===== src/rtl/uart_pkg.sv =====
// Shared definitions for the buffered UART transmitter: FSM states and parity modes.
package uart_pkg;

  typedef enum logic [2:0] {
    IDLE,
    START,
    DATA,
    PAR,
    STOP
  } state_t;

  localparam int PAR_NONE = 0;
  localparam int PAR_ODD  = 1;
  localparam int PAR_EVEN = 2;

endpackage


===== src/rtl/sync_fifo.sv =====
// Single-clock FIFO with occupancy count; depth must be a power of two so the
// pointers wrap naturally.
module sync_fifo #(
  parameter int WIDTH = 8,
  parameter int DEPTH = 16
) (
  input  logic                       clk,
  input  logic                       rst,
  input  logic                       wr_en,
  input  logic [WIDTH-1:0]           wr_data,
  input  logic                       rd_en,
  output logic [WIDTH-1:0]           rd_data,
  output logic                       full,
  output logic                       empty,
  output logic [$clog2(DEPTH):0]     count
);

  localparam int AW = $clog2(DEPTH);
  localparam int CW = AW + 1;

  logic [WIDTH-1:0] mem [DEPTH];
  logic [AW-1:0]    wr_ptr;
  logic [AW-1:0]    rd_ptr;
  logic             push;
  logic             pop;

  // Writes are refused whenever full, even if a pop frees a slot this cycle.
  assign push    = wr_en && !full;
  assign pop     = rd_en && !empty;
  assign full    = (count == CW'(DEPTH));
  assign empty   = (count == '0);
  assign rd_data = mem[rd_ptr];

  always_ff @(posedge clk) begin
    if (push) mem[wr_ptr] <= wr_data;
  end

  always_ff @(posedge clk or posedge rst) begin
    if (rst) begin
      wr_ptr <= '0;
      rd_ptr <= '0;
      count  <= '0;
    end else begin
      if (push) wr_ptr <= wr_ptr + AW'(1);
      if (pop)  rd_ptr <= rd_ptr + AW'(1);
      case ({push, pop})
        2'b10:   count <= count + CW'(1);
        2'b01:   count <= count - CW'(1);
        default: count <= count;
      endcase
    end
  end

endmodule


===== src/rtl/uart_tx_fifo.sv =====
// UART transmitter fed by a character FIFO; frames are start, LSB-first data,
// optional parity and one or two stop bits, all with a registered txd.
module uart_tx_fifo
  import uart_pkg::*;
#(
  parameter int DATA_BITS  = 8,
  parameter int FIFO_DEPTH = 16,
  parameter int CLK_DIV    = 434,
  parameter int PARITY     = 0,
  parameter int STOP_BITS  = 1
) (
  input  logic                          clk,
  input  logic                          rst,
  input  logic                          wr_en,
  input  logic [DATA_BITS-1:0]          wr_data,
  output logic                          full,
  output logic                          empty,
  output logic [$clog2(FIFO_DEPTH):0]   count,
  output logic                          overflow,
  output logic                          busy,
  output logic                          tx_done,
  output logic                          txd
);

  localparam int CW = $clog2(CLK_DIV);
  localparam int BW = $clog2(DATA_BITS);
  localparam logic [CW-1:0] CNT_LAST  = CW'(CLK_DIV - 1);
  localparam logic [CW-1:0] CNT_DONE  = CW'(CLK_DIV - 2);
  localparam logic [BW-1:0] DATA_LAST = BW'(DATA_BITS - 1);
  localparam logic [BW-1:0] STOP_LAST = BW'(STOP_BITS - 1);
  localparam logic          ODD_INV   = (PARITY == PAR_ODD);

  state_t               state;
  logic [CW-1:0]        cnt;
  logic [BW-1:0]        bit_idx;
  logic [DATA_BITS-1:0] shift;
  logic                 par_bit;
  logic [DATA_BITS-1:0] fifo_rdata;
  logic                 pop;

  assign pop = (state == IDLE) && !empty;

  sync_fifo #(
    .WIDTH (DATA_BITS),
    .DEPTH (FIFO_DEPTH)
  ) u_fifo (
    .clk     (clk),
    .rst     (rst),
    .wr_en   (wr_en),
    .wr_data (wr_data),
    .rd_en   (pop),
    .rd_data (fifo_rdata),
    .full    (full),
    .empty   (empty),
    .count   (count)
  );

  always_ff @(posedge clk or posedge rst) begin
    if (rst) overflow <= 1'b0;
    else if (wr_en && full) overflow <= 1'b1;
  end

  always_ff @(posedge clk or posedge rst) begin
    if (rst) begin
      state   <= IDLE;
      txd     <= 1'b1;
      busy    <= 1'b0;
      tx_done <= 1'b0;
      cnt     <= '0;
      bit_idx <= '0;
      shift   <= '0;
      par_bit <= 1'b0;
    end else begin
      // Registered pulse: raised one cycle early so it lands on the last STOP cycle.
      tx_done <= (state == STOP) && (cnt == CNT_DONE) && (bit_idx == STOP_LAST);
      case (state)
        IDLE: begin
          cnt <= '0;
          if (!empty) begin
            shift   <= fifo_rdata;
            par_bit <= (^fifo_rdata) ^ ODD_INV;
            txd     <= 1'b0;
            busy    <= 1'b1;
            state   <= START;
          end
        end
        START: begin
          if (cnt == CNT_LAST) begin
            cnt     <= '0;
            bit_idx <= '0;
            txd     <= shift[0];
            shift   <= shift >> 1;
            state   <= DATA;
          end else begin
            cnt <= cnt + CW'(1);
          end
        end
        DATA: begin
          if (cnt == CNT_LAST) begin
            cnt <= '0;
            if (bit_idx == DATA_LAST) begin
              bit_idx <= '0;
              if (PARITY != PAR_NONE) begin
                txd   <= par_bit;
                state <= PAR;
              end else begin
                txd   <= 1'b1;
                state <= STOP;
              end
            end else begin
              bit_idx <= bit_idx + BW'(1);
              txd     <= shift[0];
              shift   <= shift >> 1;
            end
          end else begin
            cnt <= cnt + CW'(1);
          end
        end
        PAR: begin
          if (cnt == CNT_LAST) begin
            cnt     <= '0;
            bit_idx <= '0;
            txd     <= 1'b1;
            state   <= STOP;
          end else begin
            cnt <= cnt + CW'(1);
          end
        end
        STOP: begin
          if (cnt == CNT_LAST) begin
            cnt <= '0;
            if (bit_idx == STOP_LAST) begin
              bit_idx <= '0;
              busy    <= 1'b0;
              state   <= IDLE;
            end else begin
              bit_idx <= bit_idx + BW'(1);
            end
          end else begin
            cnt <= cnt + CW'(1);
          end
        end
        default: begin
          txd   <= 1'b1;
          busy  <= 1'b0;
          state <= IDLE;
        end
      endcase
    end
  end

endmodule


===== config.mk =====
export PLATFORM = sky130hd
export DESIGN_NAME = uart_tx_fifo
export DESIGN_NICKNAME = d
export VERILOG_FILES = /design/src/rtl/uart_pkg.sv /design/src/rtl/sync_fifo.sv /design/src/rtl/uart_tx_fifo.sv
export SDC_FILE = /design/constraint.sdc
export NUM_CORES = 1
export LEC_CHECK = 0
export CORE_MARGIN = 10
export CORE_UTILIZATION = 45
export DETAILED_ROUTE_END_ITERATION = 12
export MAX_ROUTING_LAYER = met4
export SLEW_MARGIN = 20
export SYNTH_ARGS = -nofsm -noshare
export SYNTH_HDL_FRONTEND = slang
export SYNTH_SLANG_ARGS = --single-unit

===== constraint.sdc =====
create_clock -name clk -period 3.22 [get_ports clk]
set_clock_uncertainty 0.15 [all_clocks]
set_input_delay 0.644 -clock clk [delete_from_list [all_inputs] [get_ports clk]]
set_output_delay 0.644 -clock clk [all_outputs]
set_load 0.005 [all_outputs]

# [After elaboration in Yosys (flattened, before gate mapping)]
# Memory sizes are Yosys's and may differ from the RTL's.
# Cells that the tools add are included.
[op_classes] addsub=6 n_eq_ne=19 mux=34 bitwise_logic=2 n_reduce_logical=23
[ops] cell="two-way mux 3 bit" count=12
[ops] cell="two-way mux 8 bit" count=4
[ops] cell="case mux 8 bit (3 select lines)" count=1
[ops] cell="equality test 9 bit (second input constant)" count=2
[ops] cell="case mux 9 bit (2 select lines)" count=1
[ops] cell="case mux 3 bit (5 select lines)" count=1
[ops] cell="!= test 2 bit (second input constant)" count=6
[ops] cell="two-way mux 1 bit" count=10
[ops] cell="case mux 5 bit (2 select lines)" count=1
[ops] cell="AND reduction 5 bit" count=2
[ops] cell="adder 9 x 1 -> 9 bit (second input constant)" count=1
[ops] cell="two-way mux 9 bit" count=1
[ops] cell="case mux 3 bit (3 select lines)" count=1
[ops] cell="adder 4 x 1 -> 4 bit (second input constant)" count=2
[ops] cell="AND reduction 4 bit" count=2
[ops] cell="AND reduction 7 bit" count=1
[ops] cell="equality test 3 x 2 -> 1 bit (second input constant)" count=2
[ops] cell="equality test 3 bit (second input constant)" count=2
[ops] cell="logical AND 1 bit" count=6
[ops] cell="zero test 3 bit" count=2
[ops] cell="!= test 2 x 1 -> 1 bit (second input constant)" count=3
[ops] cell="nonzero test 3 bit" count=2
[ops] cell="adder 5 x 1 -> 5 bit (second input constant)" count=1
[ops] cell="equality test 5 bit (second input constant)" count=1
[ops] cell="14 further kinds" count=17
[totals] reg_bits=40 mem_bits_rw=128 inputBits=11 out_inout_bits=11 wordCells=96 n_memories=1
[mem_list] memory="u_fifo.mem" words=16 width=8 read_ports=1 rd_clocked_by_memory_dff=0 write_ports=1 line_no="sync_fifo.sv:21" source="logic [WIDTH-1:0] mem [DEPTH];"

# [Depth between registers and ports, before layout]
[depth] word_depth=6 ltp_mapped=15 depth_no_buf=12

# [Cells and area by module]
# From an unflattened synthesis, not the netlist that was laid out.
[unflattened] hier_cells=485 area_unflattened_um2=7338.3
[modules_own_cells] module="sync_fifo" n_inst=1 cells_each=333 area_each_um2=5789.3 seq_area_each_um2=4169.0
[modules_own_cells] module="uart_tx_fifo" n_inst=1 cells_each=152 area_each_um2=1549.0 seq_area_each_um2=676.9

# [Least setup slack after synthesis]
# No wires, ideal clock.
[synth_path] path_kind="register to register" startpoint="reg u_fifo.count[1]" endpoint="reg u_fifo.count[4]" setup_time_ns=0.134 t_arrival_ns=2.753 required_time_ns=2.936 path_slack_ns=0.183 stages_incl_launch_ff=15 path_buffers=3 synth_period_minus_slack_ns=3.037 cell_sequence="dfrtp_1 buf_6 or4_4 o21ai_4 nor2_4 buf_6 ha_1 clkbuf_1 xor2_1 ha_1 o211ai_1 a21oi_1 a31oi_1 nor2_1 xor2_1"
[synth_via] elab_chain_cells=6 word_cells_on_any_way=13 cone_classes="add/sub: 2; eq/ne: 3; mux: 1; reduce/logical: 7"
[synth_lines] item="start, declared" line_no="sync_fifo.sv:15" source="output logic [$clog2(DEPTH):0] count"
[synth_lines] item="start signal, assigned" line_no="sync_fifo.sv:47" source="2'b10: count <= count + CW'(1);"
[synth_lines] item="start signal, assigned" line_no="sync_fifo.sv:48" source="2'b01: count <= count - CW'(1);"
[synth_lines] item="start signal, assigned" line_no="sync_fifo.sv:49" source="default: count <= count;"
[synth_lines] item="zero test 5 bit *" line_no="sync_fifo.sv:31" source="assign empty = (count == '0);"
[synth_lines] item="zero test 1 bit *" line_no="sync_fifo.sv:29, uart_tx_fifo.sv:41"
[synth_lines] item="logical AND 1 bit" line_no="uart_tx_fifo.sv:41" source="assign pop = (state == IDLE) && !empty;"
[synth_lines] item="logical AND 1 bit *" line_no="sync_fifo.sv:29" source="assign pop = rd_en && !empty;"
[synth_lines] item="named net u_fifo.pop" line_no="sync_fifo.sv:25" source="logic pop;"
[synth_lines] item="equality test 2 x 1 -> 1 bit / equality test 2 bit (equally long branches)" line_no="sync_fifo.sv:46" source="case ({push, pop})"
[synth_lines] item="case mux 5 bit (2 select lines) / nonzero test 2 bit (equally long branches)"
# The timed path passes the listed nets; every way through them passes the cells marked *.
# A chain may end at the register's enable or synchronous reset.

# [Worst setup path after layout]
[layout_path] startpoint="reg u_fifo.count[0]" endpoint="reg u_fifo.count[4]"
[layout_via] elab_chain_cells=6 word_cells_on_any_way=13 cone_classes="add/sub: 2; eq/ne: 3; mux: 1; reduce/logical: 7"
[layout_lines] item="zero test 5 bit" line_no="sync_fifo.sv:31"
[layout_lines] item="zero test 1 bit" line_no="sync_fifo.sv:29, uart_tx_fifo.sv:41"
[layout_lines] item="logical AND 1 bit" line_no="uart_tx_fifo.sv:41"
[layout_lines] item="logical AND 1 bit" line_no="sync_fifo.sv:29"
[layout_lines] item="equality test 2 x 1 -> 1 bit / equality test 2 bit (equally long branches)" line_no="sync_fifo.sv:46"
[layout_lines] item="case mux 5 bit (2 select lines) / nonzero test 2 bit (equally long branches)"
# Several ways; a longest one is shown, not always the timed one.

==> results.sh <==
export IMPL_finalSetupViolations=0
export IMPL_synth_cell_area_sq_mm=0.00732
export IMPL_1st_iter_drt_viols=306
export IMPL_worst_path_max_delay_cell="sky130_fd_sc_hd__or4_4"
export IMPL_cts_hold_repair_buffers=0
export IMPL_critPathCapture="u_fifo.count[4]$_DFFE_PP0P_"
export IMPL_cts_repair_resize_count=0
export IMPL_nature_of_the_critical_path_endpoint="flip-flop"
export IMPL_standard_cell_core_area_sq_mm=0.0159
export IMPL_syn2layout_area_growth_pct=14.7
export IMPL_maximum_number_of_pins_on_one_net_before_global_route_repair=41
export IMPL_num_rows=46
export IMPL_nNetsFinal=573
export IMPL_routabilityCongestion=0.834
export IMPL_seq_power_share_pct=45.7
export IMPL_drt_via_density=5.54
export IMPL_clock_tree_buffer_depth=2
export IMPL_crit_path_max_incr_delay_ps=610
export IMPL_synthCells=510
export IMPL_wire_per_inst_um=19.3
export IMPL_finalSetupTns_ps=0
export IMPL_drtAntennaViolNets=0
export IMPL_count_of_pins_on_the_block_boundary=22
export IMPL_intPower_mw=4.59
export IMPL_critPathArrivalTime_ps=3080
export IMPL_synth_top_area_share_pct=52.5
export IMPL_fillerInstances=1354
export IMPL_worst_slew_pin_transition_ps=908
export IMPL_area_sequential_sq_mm=0.00485
export IMPL_ir_worst_vdd_mv=0.545
export IMPL_yosys_most_used_dff="sky130_fd_sc_hd__edfxtp_1"
export IMPL_final_count_of_hold_timing_violations=0
export IMPL_reg2reg_depth=11
export IMPL_async_flop_share_pct=23.8
export IMPL_clock_sinks=168
export IMPL_clock_insertion_delay_worst_skew_ps=430
export IMPL_postLayoutCoreUtil_pct=52.8
export IMPL_cellLeakagePower_nw=2.98
export IMPL_post_dp_cell_area_sq_mm=0.00784
export IMPL_finish_instance_area_sq_mm=0.00839
export IMPL_critical_path_max_fanout=8
export IMPL_topRoutingLayerUsed="met4"
export IMPL_power_density_mw_per_mm2=803
export IMPL_netSwitchingFraction_pct=31.9
export IMPL_met1Wirelength_um=6910
export IMPL_yosys_register_bits=168
export IMPL_synth_largest_area_cell="sky130_fd_sc_hd__edfxtp_1"
export IMPL_synth_warnings=0
export IMPL_final_max_slew_violation_count=0
export IMPL_sequential_cell_area_fraction_in_the_yosys_report_pct=66.2
export IMPL_dp_hpwl_um=9820
export IMPL_critical_path_source_type="flip-flop"
export IMPL_diodes=0
export IMPL_mappedNetlistNets=536
export IMPL_stdcell_count=776
export IMPL_crit_required_ps=3360
export IMPL_via_count=4299
export IMPL_crit_path_cell_trace="or4_4, o21ai_4, nor2_4, ha_1, xor2_1, ha_1, o211ai_1, a21oi_1, a31oi_1, nor2_1, xor2_1"
export IMPL_met3WireLength_um=586
export IMPL_clk_pin_slew_worst_paths_ps=60
export IMPL_synth_area_leaders="sky130_fd_sc_hd__edfxtp_1 53%, sky130_fd_sc_hd__dfrtp_1 13%, sky130_fd_sc_hd__mux4_2 3.7%"
export IMPL_floorplan_die_area_sq_mm=0.0218
export IMPL_number_of_synthesized_flops_with_an_enable_pin=128
export IMPL_cts_post_setup_buffers_inserted=0
export IMPL_netSwitchingPower_mw=2.15
export IMPL_min_period_over_period_pct=91.3
export IMPL_cts_inserted_buffers=17
export IMPL_worst_r2r_endpoint="u_fifo.count[4]$_DFFE_PP0P_"
export IMPL_drcViolationCount=0
export IMPL_total_global_routing_overflow=0
export IMPL_root_buffer="sky130_fd_sc_hd__clkbuf_16"
export IMPL_reg2reg_from="u_fifo.count[0]$_DFFE_PP0P_"
export IMPL_placed_cells_incl_taps=744
export IMPL_run_status="finished clean"
export IMPL_setup_worst_path_class="reg2reg"
export IMPL_worst_slew_margin_rel_pct=39.4
export IMPL_drt_wl_total_um=14900
export IMPL_postSynthAreaPerCell_sq_um=14.3
export IMPL_maxCapViolCount=0
export IMPL_cts_max_level=4
export IMPL_detailedRoute_firstPassIterationCount=5
export IMPL_final_period_minus_worst_setup_slack_ps=2940
export IMPL_layout_drive_gt1_share_pct=15.9
export IMPL_via_count_of_the_first_global_routing_pass=4162
export IMPL_worst_hold_path_type="reg2reg"
export IMPL_total_area_of_multi_input_combinational_cells_sq_mm=0.00228
export IMPL_dieHeight_um=148
export IMPL_clock_power_share_pct=28.2
export IMPL_dieWidth_um=148
export IMPL_dr_wl_met2_um=7300
export IMPL_gr_usage_all_layers_pct=14.6
export IMPL_initial_utilization_pct=46.1
export IMPL_synth_distinct_cells=54
export IMPL_buffer_ports_inserted=21
export IMPL_power_share_combinational_pct=26.0
export IMPL_achievable_clock_frequency_ghz=0.340
export IMPL_setup_worst_path_start="u_fifo.count[0]$_DFFE_PP0P_"
export IMPL_grt_pass1_wl_um=23800
export IMPL_cts_tree="yes"
export IMPL_rsz0062_at_grt="no"
export IMPL_grt_antenna_before_repair=0
export IMPL_ff2ff_setup_slack_ps=280
[sequential cells by signal, summed over array words and instances, names as in the netlist]
register       cells
u_fifo.mem       128
state              3
txd                1
u_fifo.wr_ptr      4
u_fifo.rd_ptr      4
bit_idx            3
cnt                9
shift              8
tx_done            1
u_fifo.count       5
busy               1
overflow           1
[worst min-delay path by stage]
| stage | from | cells past startpoint | to |
|---|---|---|---|
| global placement | overflow$_DFFE_PP0P_ | 1 | overflow$_DFFE_PP0P_ |
| global route | overflow$_DFFE_PP0P_ | 1 | overflow$_DFFE_PP0P_ |
| floorplan | overflow$_DFFE_PP0P_ | 1 | overflow$_DFFE_PP0P_ |
| finish | overflow$_DFFE_PP0P_ | 1 | overflow$_DFFE_PP0P_ |
| detailed placement | overflow$_DFFE_PP0P_ | 1 | overflow$_DFFE_PP0P_ |
| CTS | overflow$_DFFE_PP0P_ | 1 | overflow$_DFFE_PP0P_ |
[kinds of logic after synthesis]
kind of cell / count (synthesis) / share of synthesized area [%]
adders and majority gates: 15 / 2.56
DFF: 168 / 66.2
muxes: 43 / 8.22
AOI/OAI and AO/OA: 96 / 8.81
and+or+nand+nor: 133 / 9.75
buffers and inverters: 40 / 2.65
xor gates and xnor gates: 15 / 1.80
[cells in the mapped netlist, types with 13 or more instances]
| library cell | number |
|---|---|
| sky130_fd_sc_hd__edfxtp_1 | 128 |
| sky130_fd_sc_hd__dfrtp_1 | 39 |
| sky130_fd_sc_hd__nand2_1 | 30 |
| sky130_fd_sc_hd__nor2_1 | 24 |
| sky130_fd_sc_hd__o21ai_0 | 23 |
| sky130_fd_sc_hd__nor2b_1 | 17 |
| sky130_fd_sc_hd__o22ai_1 | 17 |
| sky130_fd_sc_hd__mux2_2 | 16 |
| sky130_fd_sc_hd__nor4_1 | 16 |
| sky130_fd_sc_hd__ha_1 | 15 |
| sky130_fd_sc_hd__a211oi_1 | 14 |
| sky130_fd_sc_hd__mux2i_1 | 14 |
| sky130_fd_sc_hd__and3_1 | 13 |
[metrics by stage]
| stage | setup WS (ps) | total power [mW] | hold WS (ps) |
|---|---|---|---|
| finish | 280 | 6.74 | 307 |
| global route | 103 | 7.12 | 327 |
| CTS | 257 | 6.79 | 306 |
| detailed placement | 292 | 4.89 | 292 |
| global placement | 334 | 4.85 | 303 |
| floorplan | 183 | 4.28 | 301 |
[routing by layer]
metal  global-route usage [%]  up-vias
met5                        -        -
met4                     3.82        0
met3                     3.69       12
met2                     22.2       94
met1                     19.2     2175
li1                         -     2018
[critical path: cells and delay by family (launching register included)]
family	cells	cell delay (ps)
AOI/OAI and AO/OA	4	610
xor gates and xnor gates	2	330
adders and majority gates	2	540
DFF	1	460
and+or+nand+nor	3	730
[final cells by class]
type / count / area share (%)
Sequential cell: 168 / 57.8
Multi-Input combinational cell: 302 / 27.1
Clock buffer: 18 / 5.11
Timing Repair Buffer: 46 / 4.74
Tap cell: 216 / 3.22
Clock inverter: 14 / 1.49
Inverter: 12 / 0.537
[power groups by stage]
| stage | Sequential [mW] | Combinational, mW | Clock, mW |
|---|---|---|---|
| CTS | 3.08 | 1.78 | 1.94 |
| detailed placement | 3.12 | 1.77 | 0 |
| finish | 3.08 | 1.75 | 1.90 |
| global route | 3.14 | 1.93 | 2.05 |
| floorplan | 2.86 | 1.43 | 0 |
| global placement | 3.11 | 1.74 | 0 |
[layout by cell type (no fill, tap or decap), types with 2 or more instances in the layout]
master	instances
sky130_fd_sc_hd__a211oi_1	14
sky130_fd_sc_hd__a21o_1	5
sky130_fd_sc_hd__a21oi_1	12
sky130_fd_sc_hd__a22oi_1	2
sky130_fd_sc_hd__and2_1	2
sky130_fd_sc_hd__and3_1	13
sky130_fd_sc_hd__buf_4	25
sky130_fd_sc_hd__clkbuf_16	17
sky130_fd_sc_hd__clkdlybuf4s50_1	21
sky130_fd_sc_hd__clkinv_1	3
sky130_fd_sc_hd__clkinv_4	6
sky130_fd_sc_hd__dfrtp_1	38
sky130_fd_sc_hd__edfxtp_1	128
sky130_fd_sc_hd__ha_1	15
sky130_fd_sc_hd__inv_1	12
sky130_fd_sc_hd__inv_6	3
sky130_fd_sc_hd__mux2_2	16
sky130_fd_sc_hd__mux2i_1	14
sky130_fd_sc_hd__mux4_2	12
sky130_fd_sc_hd__nand2_1	30
sky130_fd_sc_hd__nand2b_1	7
sky130_fd_sc_hd__nand3_1	5
sky130_fd_sc_hd__nand4_1	3
sky130_fd_sc_hd__nor2_1	24
sky130_fd_sc_hd__nor2b_1	17
sky130_fd_sc_hd__nor3_1	5
sky130_fd_sc_hd__nor4_1	16
sky130_fd_sc_hd__o211ai_1	2
sky130_fd_sc_hd__o21a_1	3
sky130_fd_sc_hd__o21ai_0	23
sky130_fd_sc_hd__o21ai_1	2
sky130_fd_sc_hd__o22ai_1	17
sky130_fd_sc_hd__o2bb2ai_1	7
sky130_fd_sc_hd__or3_1	2
sky130_fd_sc_hd__xnor2_1	8
sky130_fd_sc_hd__xor2_1	7
No activity file was read; power rests on OpenSTA's default activity.
